--- src/rtl/pdm_clk_ctrl_pkg.sv ---
`default_nettype none
// ============================================================================
// Module      : pdm_pkg
// Description : Shared types and helpers for the PDM microphone blocks.
//               - pdm_clk_state_t : clock controller state encoding
//               - pdm_clamp_half  : saturate a requested half-period into
//                                   the legal [lo, hi] window
// Revision    : 1.0 - initial release
// ============================================================================
package pdm_pkg;

    typedef enum logic [1:0] {
        IDLE     = 2'd0,
        RUN      = 2'd1,
        STOPPING = 2'd2
    } pdm_clk_state_t;

    // Saturating clamp. Kept 32-bit so every PDM block can share it
    // regardless of its own divider width.
    function automatic int unsigned pdm_clamp_half(
        input int unsigned value,
        input int unsigned lo,
        input int unsigned hi
    );
        int unsigned result;
        result = value;
        if (value < lo) begin
            result = lo;
        end else if (value > hi) begin
            result = hi;
        end
        return result;
    endfunction

endpackage : pdm_pkg
`default_nettype wire

--- src/rtl/pdm_clk_ctrl_if.sv ---
`default_nettype none
// ============================================================================
// Module      : pdm_clk_ctrl_if
// Description : Control / status bundle of the PDM clock controller.
//               master : the capture logic driving en / div_in / div_load
//               slave  : the clock controller producing M_CLK and strobes
//               Signals: en, div_in[DIV_W], div_load (control)
//                        M_CLK, m_clk_rising, m_clk_falling, sample_ch0,
//                        sample_ch1, running, div_pending (status)
// Revision    : 1.0 - initial release
// ============================================================================
interface pdm_clk_ctrl_if #(
    parameter int DIV_W = 8
) ();

    logic             en;
    logic [DIV_W-1:0] div_in;
    logic             div_load;
    logic             M_CLK;
    logic             m_clk_rising;
    logic             m_clk_falling;
    logic             sample_ch0;
    logic             sample_ch1;
    logic             running;
    logic             div_pending;

    modport master (
        output en, div_in, div_load,
        input  M_CLK, m_clk_rising, m_clk_falling,
        input  sample_ch0, sample_ch1, running, div_pending
    );

    modport slave (
        input  en, div_in, div_load,
        output M_CLK, m_clk_rising, m_clk_falling,
        output sample_ch0, sample_ch1, running, div_pending
    );

endinterface : pdm_clk_ctrl_if
`default_nettype wire

--- src/rtl/pdm_clk_ctrl.sv ---
`default_nettype none
// ============================================================================
// Module      : pdm_clk_ctrl
// Description : Programmable PDM microphone clock generator. Divides clk into
//               M_CLK with a runtime-programmable half-period that is only
//               switched at period starts, starts and stops without runt
//               pulses, and emits edge strobes plus delayed ch0/ch1 sample
//               strobes. All outputs are registered.
// Ports       : clk  - system clock
//               rst  - synchronous active-high reset
//               bus  - pdm_clk_ctrl_if.slave (en, div_in, div_load in;
//                      M_CLK, edge/sample strobes, running, div_pending out)
// Revision    : 1.0 - initial release
// ============================================================================
module pdm_clk_ctrl #(
    parameter int INPUT_FREQ   = 100_000_000,
    parameter int MAX_HALF     = 128,
    parameter int DEFAULT_HALF = 20,
    parameter int SAMPLE_DELAY = 2,
    parameter int DIV_W        = $clog2(MAX_HALF + 1)
) (
    input  wire logic           clk,
    input  wire logic           rst,
    pdm_clk_ctrl_if.slave       bus
);

    import pdm_pkg::*;

    // Static parameter sanity: the sample strobe must land inside a phase.
    if (SAMPLE_DELAY >= DEFAULT_HALF || DEFAULT_HALF > MAX_HALF ||
        INPUT_FREQ <= 0) begin : g_param_check
        $error("pdm_clk_ctrl: inconsistent parameter set");
    end

    localparam logic [DIV_W-1:0] c_DEFAULT_HALF = DIV_W'(DEFAULT_HALF);
    localparam logic [DIV_W-1:0] c_SAMPLE_DELAY = DIV_W'(SAMPLE_DELAY);

    pdm_clk_state_t   state_q, state_d;
    logic [DIV_W-1:0] cnt_q, cnt_d;
    logic [DIV_W-1:0] half_act_q, half_act_d;
    logic [DIV_W-1:0] half_pend_q, half_pend_d;
    logic             pend_q, pend_d;
    logic             mclk_q, mclk_d;
    logic             rise_q, rise_d;
    logic             fall_q, fall_d;
    logic             s0_q, s0_d;
    logic             s1_q, s1_d;
    logic             running_q, running_d;

    logic [DIV_W-1:0] w_clamped;
    logic [DIV_W-1:0] w_last;
    logic             w_active_d;

    // Minimum half is SAMPLE_DELAY+1 so every phase reaches its sample point.
    assign w_clamped = DIV_W'(pdm_clamp_half(32'(bus.div_in),
                                             SAMPLE_DELAY + 1, MAX_HALF));
    assign w_last    = half_act_q - DIV_W'(1);

    always_comb begin
        state_d     = state_q;
        cnt_d       = cnt_q;
        mclk_d      = mclk_q;
        half_act_d  = half_act_q;
        half_pend_d = half_pend_q;
        pend_d      = pend_q;
        rise_d      = 1'b0;
        fall_d      = 1'b0;

        case (state_q)
            IDLE: begin
                cnt_d  = '0;
                mclk_d = 1'b0;
                if (bus.en) begin
                    state_d = RUN;
                    mclk_d  = 1'b1;
                    rise_d  = 1'b1;
                end
            end
            RUN, STOPPING: begin
                // en is re-sampled every cycle; STOPPING only matters at the
                // end of the low phase, where it suppresses the next rise.
                state_d = bus.en ? RUN : STOPPING;
                if (cnt_q == w_last) begin
                    cnt_d = '0;
                    if (mclk_q) begin
                        mclk_d = 1'b0;
                        fall_d = 1'b1;
                    end else if (bus.en) begin
                        mclk_d = 1'b1;
                        rise_d = 1'b1;
                    end else begin
                        state_d = IDLE;
                        mclk_d  = 1'b0;
                    end
                end else begin
                    cnt_d = cnt_q + DIV_W'(1);
                end
            end
            default: begin
                state_d = IDLE;
                cnt_d   = '0;
                mclk_d  = 1'b0;
            end
        endcase

        // A period start consumes the value that was already pending; a load
        // arriving on that same cycle overrides afterwards and stays pending.
        if (rise_d && pend_q) begin
            half_act_d = half_pend_q;
            pend_d     = 1'b0;
        end
        if (bus.div_load) begin
            half_pend_d = w_clamped;
            pend_d      = 1'b1;
        end

        w_active_d = (state_d != IDLE);
        running_d  = w_active_d;
        s0_d       = w_active_d &&  mclk_d && (cnt_d == c_SAMPLE_DELAY);
        s1_d       = w_active_d && !mclk_d && (cnt_d == c_SAMPLE_DELAY);
    end

    always_ff @(posedge clk) begin
        if (rst) begin
            state_q     <= IDLE;
            cnt_q       <= '0;
            half_act_q  <= c_DEFAULT_HALF;
            half_pend_q <= c_DEFAULT_HALF;
            pend_q      <= 1'b0;
            mclk_q      <= 1'b0;
            rise_q      <= 1'b0;
            fall_q      <= 1'b0;
            s0_q        <= 1'b0;
            s1_q        <= 1'b0;
            running_q   <= 1'b0;
        end else begin
            state_q     <= state_d;
            cnt_q       <= cnt_d;
            half_act_q  <= half_act_d;
            half_pend_q <= half_pend_d;
            pend_q      <= pend_d;
            mclk_q      <= mclk_d;
            rise_q      <= rise_d;
            fall_q      <= fall_d;
            s0_q        <= s0_d;
            s1_q        <= s1_d;
            running_q   <= running_d;
        end
    end

    assign bus.M_CLK         = mclk_q;
    assign bus.m_clk_rising  = rise_q;
    assign bus.m_clk_falling = fall_q;
    assign bus.sample_ch0    = s0_q;
    assign bus.sample_ch1    = s1_q;
    assign bus.running       = running_q;
    assign bus.div_pending   = pend_q;

endmodule : pdm_clk_ctrl
`default_nettype wire
--- src/flat_wrapper.sv ---
// flat-port wrapper written by rule: the top's interface ports become plain ports
module pdm_clk_ctrl_flat import pdm_pkg::*;
#(
    parameter int INPUT_FREQ   = 100_000_000,
    parameter int MAX_HALF     = 128,
    parameter int DEFAULT_HALF = 20,
    parameter int SAMPLE_DELAY = 2,
    parameter int DIV_W        = $clog2(MAX_HALF + 1)
)
  (clk, rst, bus_en, bus_div_in, bus_div_load, bus_M_CLK, bus_m_clk_rising, bus_m_clk_falling, bus_sample_ch0, bus_sample_ch1, bus_running, bus_div_pending);
  pdm_clk_ctrl_if #(.DIV_W(DIV_W)) bus_i ();
  input  wire logic clk;
  input  wire logic rst;
  input wire logic [$bits(bus_i.en)-1:0] bus_en;
  input wire logic [$bits(bus_i.div_in)-1:0] bus_div_in;
  input wire logic [$bits(bus_i.div_load)-1:0] bus_div_load;
  output wire logic [$bits(bus_i.M_CLK)-1:0] bus_M_CLK;
  output wire logic [$bits(bus_i.m_clk_rising)-1:0] bus_m_clk_rising;
  output wire logic [$bits(bus_i.m_clk_falling)-1:0] bus_m_clk_falling;
  output wire logic [$bits(bus_i.sample_ch0)-1:0] bus_sample_ch0;
  output wire logic [$bits(bus_i.sample_ch1)-1:0] bus_sample_ch1;
  output wire logic [$bits(bus_i.running)-1:0] bus_running;
  output wire logic [$bits(bus_i.div_pending)-1:0] bus_div_pending;
  assign bus_i.en = bus_en;
  assign bus_i.div_in = bus_div_in;
  assign bus_i.div_load = bus_div_load;
  assign bus_M_CLK = bus_i.M_CLK;
  assign bus_m_clk_rising = bus_i.m_clk_rising;
  assign bus_m_clk_falling = bus_i.m_clk_falling;
  assign bus_sample_ch0 = bus_i.sample_ch0;
  assign bus_sample_ch1 = bus_i.sample_ch1;
  assign bus_running = bus_i.running;
  assign bus_div_pending = bus_i.div_pending;
  pdm_clk_ctrl #(.INPUT_FREQ(INPUT_FREQ), .MAX_HALF(MAX_HALF), .DEFAULT_HALF(DEFAULT_HALF), .SAMPLE_DELAY(SAMPLE_DELAY), .DIV_W(DIV_W)) u_core (.clk(clk), .rst(rst), .bus(bus_i));
endmodule
--- config.mk ---
export PLATFORM = sky130hd
export DESIGN_NAME = pdm_clk_ctrl_flat
export DESIGN_NICKNAME = d
export VERILOG_FILES = /design/src/rtl/pdm_clk_ctrl_pkg.sv /design/src/rtl/pdm_clk_ctrl_if.sv /design/src/rtl/pdm_clk_ctrl.sv /design/src/flat_wrapper.sv
export SDC_FILE = /design/constraint.sdc
export NUM_CORES = 1
export LEC_CHECK = 0
export CORE_ASPECT_RATIO = 1.1
export CORE_UTILIZATION = 45
export CTS_BUF_LIST = sky130_fd_sc_hd__clkbuf_8
export DETAILED_ROUTE_END_ITERATION = 10
export PLACE_DENSITY_LB_ADDON = 0.25
export REMOVE_ABC_BUFFERS = 1
export SLEW_MARGIN = 15
export SYNTH_ARGS = -nofsm -noshare
export SYNTH_HDL_FRONTEND = slang
export SYNTH_SLANG_ARGS = --single-unit
--- constraint.sdc ---
create_clock -name clk -period 3 [get_ports clk]
set_input_delay 0.45 -clock clk [delete_from_list [all_inputs] [get_ports clk]]
set_output_delay 0.45 -clock clk [all_outputs]
set_load 0.05 [all_outputs]
==> results of run 1 <==
## registers in the layout, summed over array words and instances, names as in the netlist
signal                    cells
u_core.bus.div_pending        1
u_core.half_act_q             8
u_core.bus.m_clk_rising       1
u_core.cnt_q                  8
u_core.bus.m_clk_falling      1
u_core.bus.running            1
u_core.bus.sample_ch0         1
u_core.bus.M_CLK              1
u_core.half_pend_q            8
u_core.bus.sample_ch1         1
u_core.state_q                2
## worst max-delay path: cells and delay by family (launching register included)
family	cells	cell delay, ns
AND/OR/NAND/NOR	1	0.61
flip-flops	1	0.40
buffers and inverters	1	0.07
adder cells (fa/ha/maj)	1	0.28
AO/OA/AOI/OAI	4	1.07
## final timing paths
check / start / endpoint / slack, ns
worst min register to register: u_core.half_pend_q[3] / u_core.half_act_q[3] / 0.47
worst max-delay path: u_core.half_act_q[0] / u_core.bus.div_pending / 0.48
worst min-delay path: u_core.half_pend_q[3] / u_core.half_act_q[3] / 0.47
worst max register to register: u_core.half_act_q[0] / u_core.bus.div_pending / 0.48
## metal layers
layer / up-vias / part of all wire / wire (µm)
li1: 714 / - / -
met1: 658 / 0.45 / 1600
met2: 31 / 0.50 / 1770
met3: 4 / 0.036 / 128
met4: 0 / 0.0085 / 30
met5: - / 0 / 0
## layout make-up
cell class	instances	area [µm²]
clock buffer	7	96.3
inverter	9	33.8
clock inverter	1	5.00
timing repair buffer	21	203
fill	341	1440
tap	48	60.1
sequential	33	661
multi-input combinational	141	916
## kinds of logic after synthesis
group	Yosys count
compound gates	33
simple gates	81
buf+inv	15
xor+xnor	14
mux	9
flops	33
fa+ha+maj	4
## per-stage QoR
step	hold WS (ns)	power (W)	setup slack, ns
floorplan	0.435	0.000572	0.639
global placement	0.451	0.000624	0.567
detailed placement	0.454	0.000629	0.477
CTS	0.470	0.000995	0.466
global route	0.485	0.00103	0.289
finish	0.469	0.000986	0.479
## placed cells by master, fill, tap and decap left out, types with 2 or more instances in the layout
cell / Yosys / final
a21oi_1: 12 / 12
and4_1: 3 / 3
buf_4: 0 / 3
clkbuf_8: 0 / 7
clkdlybuf4s50_1: 0 / 18
dfxtp_1: 33 / 33
ha_1: 4 / 4
inv_1: 9 / 9
mux2i_1: 9 / 9
nand2_1: 25 / 25
nand3_1: 9 / 9
nand4_1: 3 / 3
nor2_1: 19 / 19
nor2b_1: 3 / 3
nor3_1: 6 / 6
o211ai_1: 3 / 3
o21ai_0: 4 / 4
or3_1: 2 / 2
or4_1: 3 / 3
xnor2_1: 8 / 8
xor2_1: 6 / 6
## power breakdown
part,internal [W],switching (W)
logic,0.0000629,0.0000852
clock network,0.000207,0.000158
registers,0.000457,0.0000158
==> results.md, run 1 <==
* Main combinational cell family by area after synthesis: simple AND/OR/NAND/NOR gates
* Most frequent cell after synthesis: dfxtp_1
* Unrepaired setup endpoints after global routing: no
* Crit Path Class: flop to flop
* PostCTS Resize Cnt at 0
* CP required at ~3.2 ns
* Slowest CP cell: or4_1
* GR Layer Usage met3 at 0.0551
* DIE HEIGHT at roughly 65 µm
* CTS tree: done
* Post-synth top flop: dfxtp_1
* Area delta synth->final at 20.9%
* Post-CTS Setup Bufs at 0
* Drt wl/cell at between 10 and 15 µm
* Status: finished, final reports clean
* Post-synth EDFFs at 0
* Vias at around 1.4k
* Number of vias per cell at roughly 5.4
* Netlist cell types at 42
* Setup crit end kind: flop
* Synth cell count leaders: 33 x dfxtp_1, 25 x nand2_1, 19 x nor2_1
* Grt ovf at 0
* Largest net degree at the start of global routing at 17
* Leak Pwr at slightly above 0.7 nW
* Synth area leaders: dfxtp_1 40%, nand2_1 5.7%, mux2i_1 5.5%
* Post-synthesis adder-cell area fraction at 0.0307
* Layout Skew at between 0.006 and 0.007 ns
* CP max stage delay at 0.61 ns
* Final Instance Area at between 0.0015 and 0.002 mm²
* Core ar. at between 0.003 and 0.004 mm²
* Avg Inst Size Synth at ~8.6 µm²
* Grt met2 use at 0.361
* DRC Markers at 0
* F_max at slightly below 400 MHz
* Num CTS Buffers at 5
* Path depth of the worst reg2reg path at 7
* Hold depth at 2
* Min-Delay Path Class: flop to flop
* Synth Area in Compound Gates at 0.151
* Die Wd at between 50 and 60 µm
* I/O Buffers at 18
* CTS H-Tree Depth at 2
* Post-detail-place hpwl at 2690 µm
* Syn Inst Count at 189
* Worst vdd ir at about 290 µV
* Antenna-violating nets left at 0
* Ports at 19
* Final count of pins violating max slew at 0
* Met1 usage at 0.239
* Hold buffers post-CTS at 0
* XOR/XNOR Fraction of Synth Area at 0.0751
* Slew HR at 0.552
* GRT busiest layer: met2
* Minimum clock period at 2.52 ns
* Fin crit share at 0.840
* Portion of netlist area occupied by mux cells at 0.0552
* Post-route setup TNS at 0 ns
* Initial antenna violation count at 0
* DP Area at 0.00187 mm²
* Yosys warnings at 0
* GRT Overall Usage at 0.209
* Final Net Count at 227
* Pwr Density at ~500 mW/mm²
* CP startpoint kind: flop
* Final wirelength at about 3500 µm
* Number of synthesized register bits at 33
* Initial Util at 0.478
* Row count at 22
* Vias in the first global route at between 1k and 1.5k
* Worst Max-Slew Pin Slew at around 0.67 ns
* First-pass GRT wire length at slightly above 6000 µm
* Data arrival time of the worst path at 2.70 ns
* DR iter-0 viols at between 50 and 60
* Async set-reset flop share out of synthesis at 0
* Drt pass-1 iters at 4
* Clk root buf: clkbuf_8
* Simple-Gate Fraction of Synth Area at 0.249
* Max-cap viol count at 0
* Final setup viols at 0
* Post-route non-filler standard cell count at 260
* CP Max Fanout at 7
* CP Cell Sequence: inv_1 > ha_1 > o21ba_2 > a221oi_1 > o32ai_2 > or4_1 > a32o_1
* Placed cells at 252
* Antenna Diode Count at 0
* Mapped Area at approximately 0.0016 mm²
* Clk sinks at 33
* Share of layout cells above drive strength 1 at 0.0755
* Synth top area share at 0.405
* Clock transition at path regs at 0.07 ns
* Gpl congestion at just over 0.8
* Later-pin clock latency in the skew report at 0.28 ns
* Final core utilization at 0.578
* Cell taking the most area after synthesis: dfxtp_1
* Final hold violation count at 0
* Die area at just under 0.004 mm²
* Max clock buf depth at 2
* Seq/Total Area, Yosys at 0.405
(Power assumes the default switching activity.)
==> run 2: changes to the inputs <==
==> constraint.sdc (replaced) <==
create_clock -name clk -period 2.2 [get_ports clk]
set_input_delay 0.33 -clock clk [delete_from_list [all_inputs] [get_ports clk]]
set_output_delay 0.33 -clock clk [all_outputs]
set_load 0.05 [all_outputs]
==> run 2 against run 1 <==
Against the previous run: the flow now finishes with violations (negative setup slack); critical path depth down 2; clock skew about the same; non-clock buffer count increased by 15; flip-flop and latch count unchanged; power rose by 50%; first-iteration DRC count rose by 14%; final area grew 12%; final cell count up 5.8%; highest routed layer unchanged; via count is 4.8% higher; fmax up 13%; largest cell class unchanged; largest power group unchanged; register-to-register slack got worse by 0.50 ns; sequential power increased by 36%.
==> results.md, run 2 (same netlist as run 1, synthesis figures left out) <==
* Placed cells at around 270
* Commonest non-fill, non-tap cell in the layout: dfxtp_1
* Post-route non-filler standard cell count at 275
* CP startpoint kind: flop
* Antenna-violating nets left at 0
* Pwr Density at approximately 670 mW/mm²
* Core ar. at between 0.003 and 0.004 mm²
* Post-CTS Setup Bufs at 0
* Slowest CP cell: or4_4
* Hold depth at 2
* Final hold violation count at 0
* Post-detail-place hpwl at approximately 3000 µm
* Placement Setup Slack at -0.164 ns
* Area delta synth->final at 35.9%
* Minimum clock period at approximately 2.2 ns
* Failing checks: negative setup slack
* Max-cap viol count at 0
* CP Cell Sequence: or4_4 > and4bb_1 > o32ai_4 > or4_4 > a32o_1
* I/O Buffers at 18
* CP max stage delay at approximately 0.57 ns
* Min-Delay Path Class: flop to flop
* F_max at 449 MHz
* Later-pin clock latency in the skew report at about 0.29 ns
* R2R Path Start: u_core.half_act_q[3]
* Slew HR at 0.664
* Ports at 19
* DRC Markers at 0
* DR iter-0 viols at between 60 and 70
* Layout Skew at 0.00644 ns
* Most common cell on crit path: or4_4
* Commonest cells after routing, fill and taps aside: 30 x dfxtp_1, 25 x nand2_1, 19 x nor2_1
* First-pass GRT wire length at approximately 7000 µm
* GRT Overall Usage at 0.240
* Initial Util at 0.478
* Gpl congestion at about 0.89
* CTS tree: done
* Fin crit share at 1.01
* Clock transition at path regs at 0.06 ns
* Crit Path Class: flop to flop
* Worst vdd ir at approximately 590 µV
* Vias in the first global route at about 1.6k
* CTS H-Tree Depth at 2
* Num CTS Buffers at 5
* Initial antenna violation count at 0
* Hold Path End: u_core.half_act_q[7]
* Path depth of the worst reg2reg path at 5
* Hold_ws at 0.467 ns
* Data arrival time of the worst path at 2.40 ns
* Leak Pwr at approximately 0.8 nW
* Number of vias per cell at 5.36
* Max clock buf depth at 2
* Row count at 22
* Drt wl/cell at 14.3 µm
* Grt ovf at 0
* Die area at slightly below 0.004 mm²
* Final wirelength at 3950 µm
* Hold Crit Start: u_core.half_pend_q[7]
* Final setup viols at 3
* Largest net degree at the start of global routing at 17
* Clk sinks at 33
* Reg-to-reg endpoint: u_core.bus.div_pending
* Final setup margin at -0.0247 ns
* Worst Max-Slew Pin Slew at approximately 0.50 ns
* Fill cell count at a little under 300
* CP required at between 2 and 2.5 ns
* Drt pass-1 iters at 4
* Unrepaired setup endpoints after global routing: yes
* Share of layout cells above drive strength 1 at 0.216
* DIE HEIGHT at about 65 µm
* Die Wd at just under 60 µm
* Vias at 1,474
* Antenna Diode Count at 0
* Clk root buf: clkbuf_8
* Biggest regs: u_core.cnt_q (8), u_core.half_act_q (8), u_core.half_pend_q (8)
* Status: complete, but fails checks
* Final Net Count at between 200 and 250
* CP Max Fanout at 3
* Flop2flop setup slack at -0.02 ns
* Final count of pins violating max slew at 0
* Setup crit end kind: flop
run 2: worst max path at each step:
stage	from	end	slack, ns	cells past startpoint
2_1_floorplan	u_core.half_act_q[0]	u_core.half_act_q[0]	-0.16	7
3_3_place_gp	u_core.half_act_q[0]	u_core.bus.div_pending	-0.03	7
3_5_place_dp	u_core.half_act_q[0]	u_core.bus.M_CLK	-0.16	8
4_1_cts	u_core.half_act_q[3]	u_core.bus.M_CLK	0.01	6
5_1_grt	u_core.half_act_q[3]	u_core.bus.div_pending	-0.06	5
6_report	u_core.half_act_q[3]	u_core.bus.div_pending	-0.02	5
run 2: where the power goes:
| group | switching (W) | internal [W] | total (W) |
|---|---|---|---|
| logic | 0.000138 | 0.000107 | 0.000245 |
| registers | 0.0000174 | 0.000624 | 0.000641 |
| clock network | 0.000225 | 0.000368 | 0.000593 |
| total | 0.000380 | 0.00110 | 0.00148 |
run 2: per-layer routing:
metal  part of all wire  vias up  track usage
li1                   -      745            -
met1               0.43      691        0.272
met2               0.52       28        0.417
met3              0.035       10       0.0610
met4              0.020        0        0.104
met5                  0        -            0
run 2: layout make-up:
class / instances / area, µm² / area share
clock buffer: 6 / 82.6 / 0.0372
clock inverter: 2 / 37.5 / 0.0169
inverter: 9 / 33.8 / 0.0152
multi-input combinational: 141 / 1020 / 0.459
sequential: 33 / 664 / 0.299
tap: 48 / 60.1 / 0.0271
timing repair buffer: 36 / 323 / 0.145
run 2: worst max-delay path: cells and delay by family, from the launching register on:
| family | cells | cell delay, ns |
|---|---|---|
| AOI/OAI and AO/OA | 2 | 0.37 |
| DFF | 1 | 0.33 |
| and+or+nand+nor | 3 | 1.42 |
run 2: what timing repair did:
item                       4_1_cts  5_1_grt
gates resized for setup          5       20
pin swaps                        6        7
hold buffers                     0        0
setup endpoints to repair       17       21
run 2: through the flow:
stage,area (µm²),power (W),utilization,setup TNS (ns)
after floorplan,1610,0.000779,-,-2.03
after global placement,1990,0.000868,0.582,-0.0809
after detailed placement,1990,0.000877,0.582,-0.857
after CTS,2130,0.00147,0.625,0
after global routing,2220,0.00154,0.650,-0.259
final,2220,0.00148,0.650,-0.0368
